==> src/rtl/alu_ctrl_seq_if.sv <==
// alu_ctrl_seq_if: decode-to-ALU control handshake bundle
// master (decode side) drives in_valid/op/func/flush; slave (alu_ctrl_seq) returns
// in_ready, alu_ctrl, out_valid, out_mdu, mdu_busy.
interface alu_ctrl_seq_if #(
    parameter int CTRL_W = 5
);
    logic              in_valid;
    logic              in_ready;
    logic [5:0]        op;
    logic [5:0]        func;
    logic              flush;
    logic [CTRL_W-1:0] alu_ctrl;
    logic              out_valid;
    logic              out_mdu;
    logic              mdu_busy;
    modport master (
        output in_valid, op, func, flush,
        input  in_ready, alu_ctrl, out_valid, out_mdu, mdu_busy
    );
    modport slave (
        input  in_valid, op, func, flush,
        output in_ready, alu_ctrl, out_valid, out_mdu, mdu_busy
    );
endinterface

==> src/rtl/alu_ctrl_seq.sv <==
// alu_ctrl_seq: sequenced ALU control decoder with multi-cycle MDU busy tracking
// clk, rst (async, active-high); bus (alu_ctrl_seq_if.slave): in_valid/in_ready accept,
// op/func decode, flush kill, alu_ctrl/out_valid/out_mdu completion, mdu_busy.
// ALU_CTRL_MDU_EN defined: MULT/DIV hold the unit busy; undefined: all ops single-cycle.
module alu_ctrl_seq #(
    parameter int CTRL_W     = 5,
    parameter int MUL_CYCLES = 4,
    parameter int DIV_CYCLES = 32
) (
    input  logic            clk,
    input  logic            rst,
    alu_ctrl_seq_if.slave   bus
);
    localparam int MAX_LAT = (MUL_CYCLES > DIV_CYCLES) ? MUL_CYCLES : DIV_CYCLES;
    localparam int CW      = (MAX_LAT > 1) ? $clog2(MAX_LAT) : 1;
    typedef enum logic {IDLE, BUSY} state_t;
    state_t            state_q, state_d;
    logic [CW-1:0]     cnt_q, cnt_d;
    logic [CTRL_W-1:0] ctrl_q, ctrl_d;
    logic              ov_q, ov_d, mdu_q, mdu_d;
    logic [5:0]        code;
    logic              is_mul, is_div, multi;
    logic [CW-1:0]     lat_m1;
    assign code   = (bus.op == 6'h00) ? bus.func :
                    (bus.op == 6'h04 || bus.op == 6'h05) ? 6'h22 :
                    (bus.op == 6'h23 || bus.op == 6'h2b) ? 6'h20 : bus.op;
    assign is_mul = (bus.op == 6'h00) && (bus.func == 6'h18 || bus.func == 6'h19);
    assign is_div = (bus.op == 6'h00) && (bus.func == 6'h1a || bus.func == 6'h1b);
    assign lat_m1 = is_div ? CW'(DIV_CYCLES - 1) : CW'(MUL_CYCLES - 1);
`ifdef ALU_CTRL_MDU_EN
    assign multi  = is_mul | is_div;
`else
    assign multi  = 1'b0;
`endif
    always_comb begin
        state_d = state_q;
        cnt_d   = cnt_q;
        ctrl_d  = ctrl_q;
        ov_d    = 1'b0;
        mdu_d   = mdu_q;
        if (bus.flush) begin
            state_d = IDLE;
            cnt_d   = '0;
        end else if (state_q == IDLE) begin
            if (bus.in_valid) begin
                ctrl_d  = code[CTRL_W-1:0];
                state_d = multi ? BUSY : IDLE;
                cnt_d   = multi ? lat_m1 : cnt_q;
                ov_d    = ~multi;
                mdu_d   = multi ? mdu_q : 1'b0;
            end
        end else if (cnt_q != '0) begin
            cnt_d = cnt_q - CW'(1);
        end else begin
            state_d = IDLE;
            ov_d    = 1'b1;
            mdu_d   = 1'b1;
        end
    end
    always_ff @(posedge clk or posedge rst) begin
        if (rst) begin
            state_q <= IDLE;
            cnt_q   <= '0;
            ctrl_q  <= '0;
            ov_q    <= 1'b0;
            mdu_q   <= 1'b0;
        end else begin
            state_q <= state_d;
            cnt_q   <= cnt_d;
            ctrl_q  <= ctrl_d;
            ov_q    <= ov_d;
            mdu_q   <= mdu_d;
        end
    end
    assign bus.in_ready  = (state_q == IDLE);
    assign bus.mdu_busy  = (state_q == BUSY);
    assign bus.alu_ctrl  = ctrl_q;
    assign bus.out_valid = ov_q;
    assign bus.out_mdu   = mdu_q;
endmodule

==> src/flat_wrapper.sv <==
// flat-port wrapper written by rule: the top's interface ports become plain ports
module alu_ctrl_seq_flat 
#(
    parameter int CTRL_W     = 5,
    parameter int MUL_CYCLES = 4,
    parameter int DIV_CYCLES = 32
)
  (clk, rst, bus_in_valid, bus_op, bus_func, bus_flush, bus_in_ready, bus_alu_ctrl, bus_out_valid, bus_out_mdu, bus_mdu_busy);
  alu_ctrl_seq_if #(.CTRL_W(CTRL_W)) bus_i ();
  input  logic clk;
  input  logic rst;
  input wire logic [$bits(bus_i.in_valid)-1:0] bus_in_valid;
  input wire logic [$bits(bus_i.op)-1:0] bus_op;
  input wire logic [$bits(bus_i.func)-1:0] bus_func;
  input wire logic [$bits(bus_i.flush)-1:0] bus_flush;
  output wire logic [$bits(bus_i.in_ready)-1:0] bus_in_ready;
  output wire logic [$bits(bus_i.alu_ctrl)-1:0] bus_alu_ctrl;
  output wire logic [$bits(bus_i.out_valid)-1:0] bus_out_valid;
  output wire logic [$bits(bus_i.out_mdu)-1:0] bus_out_mdu;
  output wire logic [$bits(bus_i.mdu_busy)-1:0] bus_mdu_busy;
  assign bus_i.in_valid = bus_in_valid;
  assign bus_i.op = bus_op;
  assign bus_i.func = bus_func;
  assign bus_i.flush = bus_flush;
  assign bus_in_ready = bus_i.in_ready;
  assign bus_alu_ctrl = bus_i.alu_ctrl;
  assign bus_out_valid = bus_i.out_valid;
  assign bus_out_mdu = bus_i.out_mdu;
  assign bus_mdu_busy = bus_i.mdu_busy;
  alu_ctrl_seq #(.CTRL_W(CTRL_W), .MUL_CYCLES(MUL_CYCLES), .DIV_CYCLES(DIV_CYCLES)) u_core (.clk(clk), .rst(rst), .bus(bus_i));
endmodule
==> config.mk <==
export PLATFORM = sky130hd
export DESIGN_NAME = alu_ctrl_seq_flat
export DESIGN_NICKNAME = d
export VERILOG_FILES = /design/src/rtl/alu_ctrl_seq_if.sv /design/src/rtl/alu_ctrl_seq.sv /design/src/flat_wrapper.sv
export SDC_FILE = /design/constraint.sdc
export NUM_CORES = 1
export LEC_CHECK = 0
export ABC_CLOCK_PERIOD_IN_PS = 2000
export CAP_MARGIN = 10
export CORE_MARGIN = 2
export CORE_UTILIZATION = 35
export CTS_CLUSTER_SIZE = 40
export DETAILED_ROUTE_END_ITERATION = 7
export SKIP_CTS_REPAIR_TIMING = 1
export SYNTH_ARGS = -nofsm -noshare
export SYNTH_HDL_FRONTEND = slang
export SYNTH_SLANG_ARGS = --single-unit
==> constraint.sdc <==
create_clock -name clk -period 2 [get_ports clk]
set_clock_uncertainty 0.05 [all_clocks]
set_input_delay 0.4 -clock clk [delete_from_list [all_inputs] [get_ports clk]]
set_output_delay 0.4 -clock clk [all_outputs]
set_load 0.01 [all_outputs]
Yosys cells after proc, flatten, opt, wreduce, memory -nomap -nowiden
Cells that the tools add are included.
{"block": "word_totals", "out_inout_bits": 9, "elab_cells": 39, "ff_bits": 13, "in_bits": 16}
{"block": "op_classes", "add_sub_neg": 1, "reduce_logical": 10, "n_bitwise": 2, "n_mux": 16, "eq_ne": 5}
{"cell": "$mux W5", "n": 6}
{"cell": "$eq A6 B3 Y1 const B", "n": 2}
{"cell": "$eq A6 B6 Y1 const B", "n": 2}
{"cell": "$mux W1", "n": 10}
{"cell": "$logic_not A6 Y1", "n": 1}
{"cell": "$reduce_and A3 Y1", "n": 2}
{"cell": "$reduce_bool A2 Y1", "n": 3}
{"cell": "$reduce_bool A5 Y1", "n": 1}
{"cell": "$sub A5 B1 Y5 const B", "n": 1}
{"cell": "$logic_or A1 B1 Y1", "n": 2}
{"cell": "$ne A2 B2 Y1 const B", "n": 1}
{"cell": "$not A1 Y1", "n": 2}
{"cell": "$reduce_and A2 Y1", "n": 1}

Longest topological paths before layout
Gate-level depths: netlist (run 1).
{"block": "logic_depth", "depth_word": 5, "mapped_depth": 5, "ltp_nobuf": 5}

Worst setup path after synthesis (run 1)
No wires, ideal clock.
{"block": "synth_timing", "path_type": "register to register", "start": "reg u_core.cnt_q[0]", "end": "reg u_core.cnt_q[1]", "stages_incl_launch_ff": 5, "arrival_time_ps": 1336, "n_path_buf": 0, "setup_slack_ps": 515, "required_time_ps": 1851, "cell_sequence": "dfrtp_1 inv_1 ha_1 or4b_4 a311oi_1"}
{"block": "synth_between", "elab_chain_cells": 4}
{"element": "from (decl)", "line": "alu_ctrl_seq.sv:18", "text": "logic [CW-1:0] cnt_q, cnt_d;"}
{"element": "from (signal assigned)", "line": "alu_ctrl_seq.sv:69", "text": "cnt_q <= cnt_d;"}
{"element": "$sub A5 B1 Y5", "line": "alu_ctrl_seq.sv:53", "text": "cnt_d = cnt_q - CW'(1);"}
{"element": "$mux W5", "line": "alu_ctrl_seq.sv:52", "text": "end else if (cnt_q != '0) begin"}
{"element": "$mux W5", "line": "alu_ctrl_seq.sv:44", "text": "end else if (state_q == IDLE) begin"}
{"element": "$mux W5", "line": "alu_ctrl_seq.sv:41", "text": "if (bus.flush) begin"}
Several ways; a longest one is shown, not always the timed one. The select of a mux whose other input is x is not followed.
A chain may end at the register's enable or synchronous reset.

Worst setup path in the final report (run 1)
{"block": "layout_timing", "start": "reg u_core.state_q, in the netlist u_core.bus.mdu_busy", "end": "out bus_in_ready"}
{"block": "layout_between", "elab_chain_cells": 1}
{"element": "from (decl)", "line": "alu_ctrl_seq.sv:17", "text": "state_t state_q, state_d;"}
{"element": "from (signal assigned)", "line": "alu_ctrl_seq.sv:68", "text": "state_q <= state_d;"}
{"element": "$not A1 Y1 (no line)"}
{"element": "to (decl)", "line": "flat_wrapper.sv:16", "text": "output wire logic [$bits(bus_i.in_ready)-1:0] bus_in_ready;"}
No other way between the ends.

==> run_results.csv, run 1 <==
group,metric,value,unit
sta,drv_slew,0,
grt,grtUsageTotal,0.1291,
floorplanning,die-area,2387,µm²
setup_path,r2r_start,"u_core.cnt_q[0]$_DFFE_PP0P_",
sta,slew_headroom,0.5721,
yosys,avgSynthCellArea,9.519,µm²
pwr,powerDensity,553.0,nW/µm²
place,placed_cell_area,1005,µm²
clock_tree,root_buffer,"clkbuf_4",
setup_path,critPathKind,"reg -> out",
sta,layout_min_cycle_time,1928,ps
yosys,synth_seq_area_share,0.4618,
setup_path,critPathBufInv,2,
sta,hold_violations,0,
floorplanning,coreArea,1922,µm²
route,vias,669,
sta,tns,0,ps
grt,use_met3,0.01840,
setup_path,start_kind,"register",
route,route.detailed.drc,0,
pwr,p_total,0.0005708,W
floorplanning,rows,16,
yosys,yosys_warnings,0,
sta,setup_viol,0,
clock_tree,clk_pin_slew,80,ps
route,wire_per_inst,11.62,µm
floorplanning,fp.dieW,48.86,µm
yosys,syn_inst,74,
place,finalWeightedCongestion,0.7198,
grt,met2_usage,0.2534,
grt,grt_overflow,0,
route,drtIter0Drc,5,
grt,grt_pass1_wl,2394,µm
setup_path,crit_slowest_cell,"clkdlybuf4s50_1",
clock_tree,htree_levels,1,
floorplanning,io_pins,25,
setup_path,endpoint_kind,"primary output",
layout,area_growth,46.54,%
layout,multi_input_area,344.1,µm²
status,status,"complete, no violations",
sta,worst_slew_pin_slew,633.0,ps
grt,grt-busiest-layer,"met2",
place,hpwl,1253,µm
setup_path,critPathMaxFanout,10,
route,first_pass_iters,4,
setup_path,worst_path_dominant_cell_family,"buffers and inverters",
pwr,power_leakage,0.4059,nW
yosys,ys_seq_elements,13,
hold_path,hp-class,"in -> async",
sta,finalCritPeriodShare,0.9638,
setup_path,arrival,1480,ps
grt,use_met1,0.1275,
setup_path,cp_cell_sequence,"inv_1, clkdlybuf4s50_1",
layout,stdcell_area,1032,µm²
setup_path,critPathLaunch,"u_core.bus.mdu_busy$_DFF_PP0_",
grt,antenna_found_initial,0,
yosys,synth_area_leaders,"dfrtp_1 (46%), inv_1 (3.7%), nor2_1 (3.7%), nor4b_1 (3.7%), a31oi_1 (3.6%)",
layout,finalNetCount,123,
layout,drive_gt1_frac,0.1524,
clock_tree,cts_tree,"built",
place,dpl_worst_slack,79.44,ps
yosys,synth_cell_types,29,
sta,fmaxAchievable,0.5188,GHz
grt,grt_pass1_vias,596,
place,port_buffers,23,
clock_tree,cts_buffer_depth,2,
grt,grt_max_degree,14,
clock_tree,cts_made_buffers,3,
setup_path,slowest_delay,560,ps
sta,rsz0062_at_grt,"false",
floorplanning,die_h,48.86,µm
layout,regArea,326.6,µm²
layout,post-route-util,0.5371,
setup_path,required,1550,ps
layout,num_antenna_cells,0,
route,viasPerCell,5.068,
clock_tree,clk_latency,270,ps
setup_path,regToRegSetupSlack,310,ps
yosys,netlist_area,704.4,µm²
sta,layout_setup_ws,72.37,ps
yosys,synth_top_area_frac,0.4618,
floorplanning,start_util,0.3665,
yosys,synth_top_area_cell,"dfrtp_1",
yosys,syn-num-nets,91,
clock_tree,numClockSinks,13,
route,totalWireLength,1534,µm
run,drv_cap,0,
layout,fillCellCount,182,
route,ant_nets,0,
pwr,ir_drop,0.2647,mV
-- synth_stat cells --
library cell  number
or2_2              1
a32oi_1            1
or4b_4             1
a31oi_1            4
nor2_1             7
nor3_1             1
ha_1               1
a311oi_1           1
o221ai_1           1
nor3b_1            1
nand2b_1           4
nand2_1            4
o41ai_2            1
inv_1              7
buf_2              1
dfrtp_1           13
o22ai_1            1
a21oi_1            4
or4_4              1
o21ai_0            2
mux2i_1            1
clkbuf_1           1
o31ai_1            3
or3_2              1
nor4_1             1
nand3_1            5
nor3b_2            1
o21bai_1           1
nor4b_1            3
-- placed cells by master (no fill, tap or decap), types with 2 or more instances in the layout --
| cell type | Yosys | final |
|---|---|---|
| nor4b_1 | 3 | 3 |
| inv_1 | 7 | 7 |
| o31ai_1 | 3 | 3 |
| clkdlybuf4s50_1 | 0 | 23 |
| nand2b_1 | 4 | 4 |
| nand3_1 | 5 | 5 |
| dfrtp_1 | 13 | 12 |
| a21oi_1 | 4 | 4 |
| nor2_1 | 7 | 7 |
| nand2_1 | 4 | 4 |
| o21ai_0 | 2 | 2 |
| a31oi_1 | 4 | 4 |
| clkbuf_4 | 0 | 3 |
| buf_4 | 0 | 6 |
-- cell type report --
type	count	share of cell area
Multi-Input combinational cell	52	0.3333
Tap cell	27	0.03273
Sequential cell	13	0.3164
Inverter	7	0.02545
Clock buffer	4	0.02545
Timing Repair Buffer	29	0.2667
-- flip-flops by register name, indices dropped and copies added, names as in the netlist --
name / count
u_core.bus.alu_ctrl: 5
u_core.bus.out_valid: 1
u_core.bus.mdu_busy: 1
u_core.bus.out_mdu: 1
u_core.cnt_q: 5
-- worst register-to-register path, cell delays in order (launching register included) --
cell	delay [ps]
dfrtp_1	410
inv_1	80
ha_1	200
nor4b_1	550
or3_2	230
a21oi_1	70
-- report_power, final --
part | internal (W) | switching (W) | leakage [nW] | total (W)
Combinational | 0.0000739 | 0.0000496 | 0.226 | 0.000123
Clock | 0.0000772 | 0.0000848 | 0.0150 | 0.000162
Sequential | 0.000278 | 0.00000770 | 0.165 | 0.000285
-- final timing paths --
check / to / cells after the start
setup / recovery: bus_in_ready / 2
hold / removal: u_core.bus.alu_ctrl[1]$_DFFE_PP0P_ / 2
setup reg to reg: u_core.cnt_q[2]$_DFFE_PP0P_ / 5
hold reg to reg: u_core.bus.out_mdu$_DFFE_PP0P_ / 2
max in group asynchronous: u_core.bus.mdu_busy$_DFF_PP0_ / 2
min in group clk: u_core.bus.out_mdu$_DFFE_PP0P_ / 2
-- cells by family after synthesis --
kind of cell             synth area share
AND/OR/NAND/NOR                    0.2664
AO/OA/AOI/OAI                      0.1901
flip-flops                         0.4618
buffers and inverters             0.04973
multiplexers                      0.01421
adder cells (fa/ha/maj)           0.01776
-- metrics by stage --
step,cells,hold slack (ps)
4_1_cts,132,417.3
3_3_place_gp,128,440.0
3_5_place_dp,128,453.9
5_1_grt,132,454.4
2_1_floorplan,74,227.0
6_report,132,397.3
-- metal layers --
| metal | part of all wire | wire [µm] |
|---|---|---|
| met2 | 0.52 | 804 |
| met5 | 0 | 0 |
| met4 | 0.0085 | 13 |
| met3 | 0.040 | 61 |
| met1 | 0.43 | 654 |
(Power assumes the default switching activity.)
==> inputs of run 2 (changes only) <==
--- a/config.mk
+++ b/config.mk
@@ -11,6 +11,7 @@
 export CORE_UTILIZATION = 35
 export CTS_CLUSTER_SIZE = 40
 export DETAILED_ROUTE_END_ITERATION = 7
+export GPL_ROUTABILITY_DRIVEN = 0
 export SKIP_CTS_REPAIR_TIMING = 1
 export SYNTH_ARGS = -nofsm -noshare
 export SYNTH_HDL_FRONTEND = slang
==> results of run 2 <==
Same layout as run 1: the final DEF is identical, and so are final timing and power.
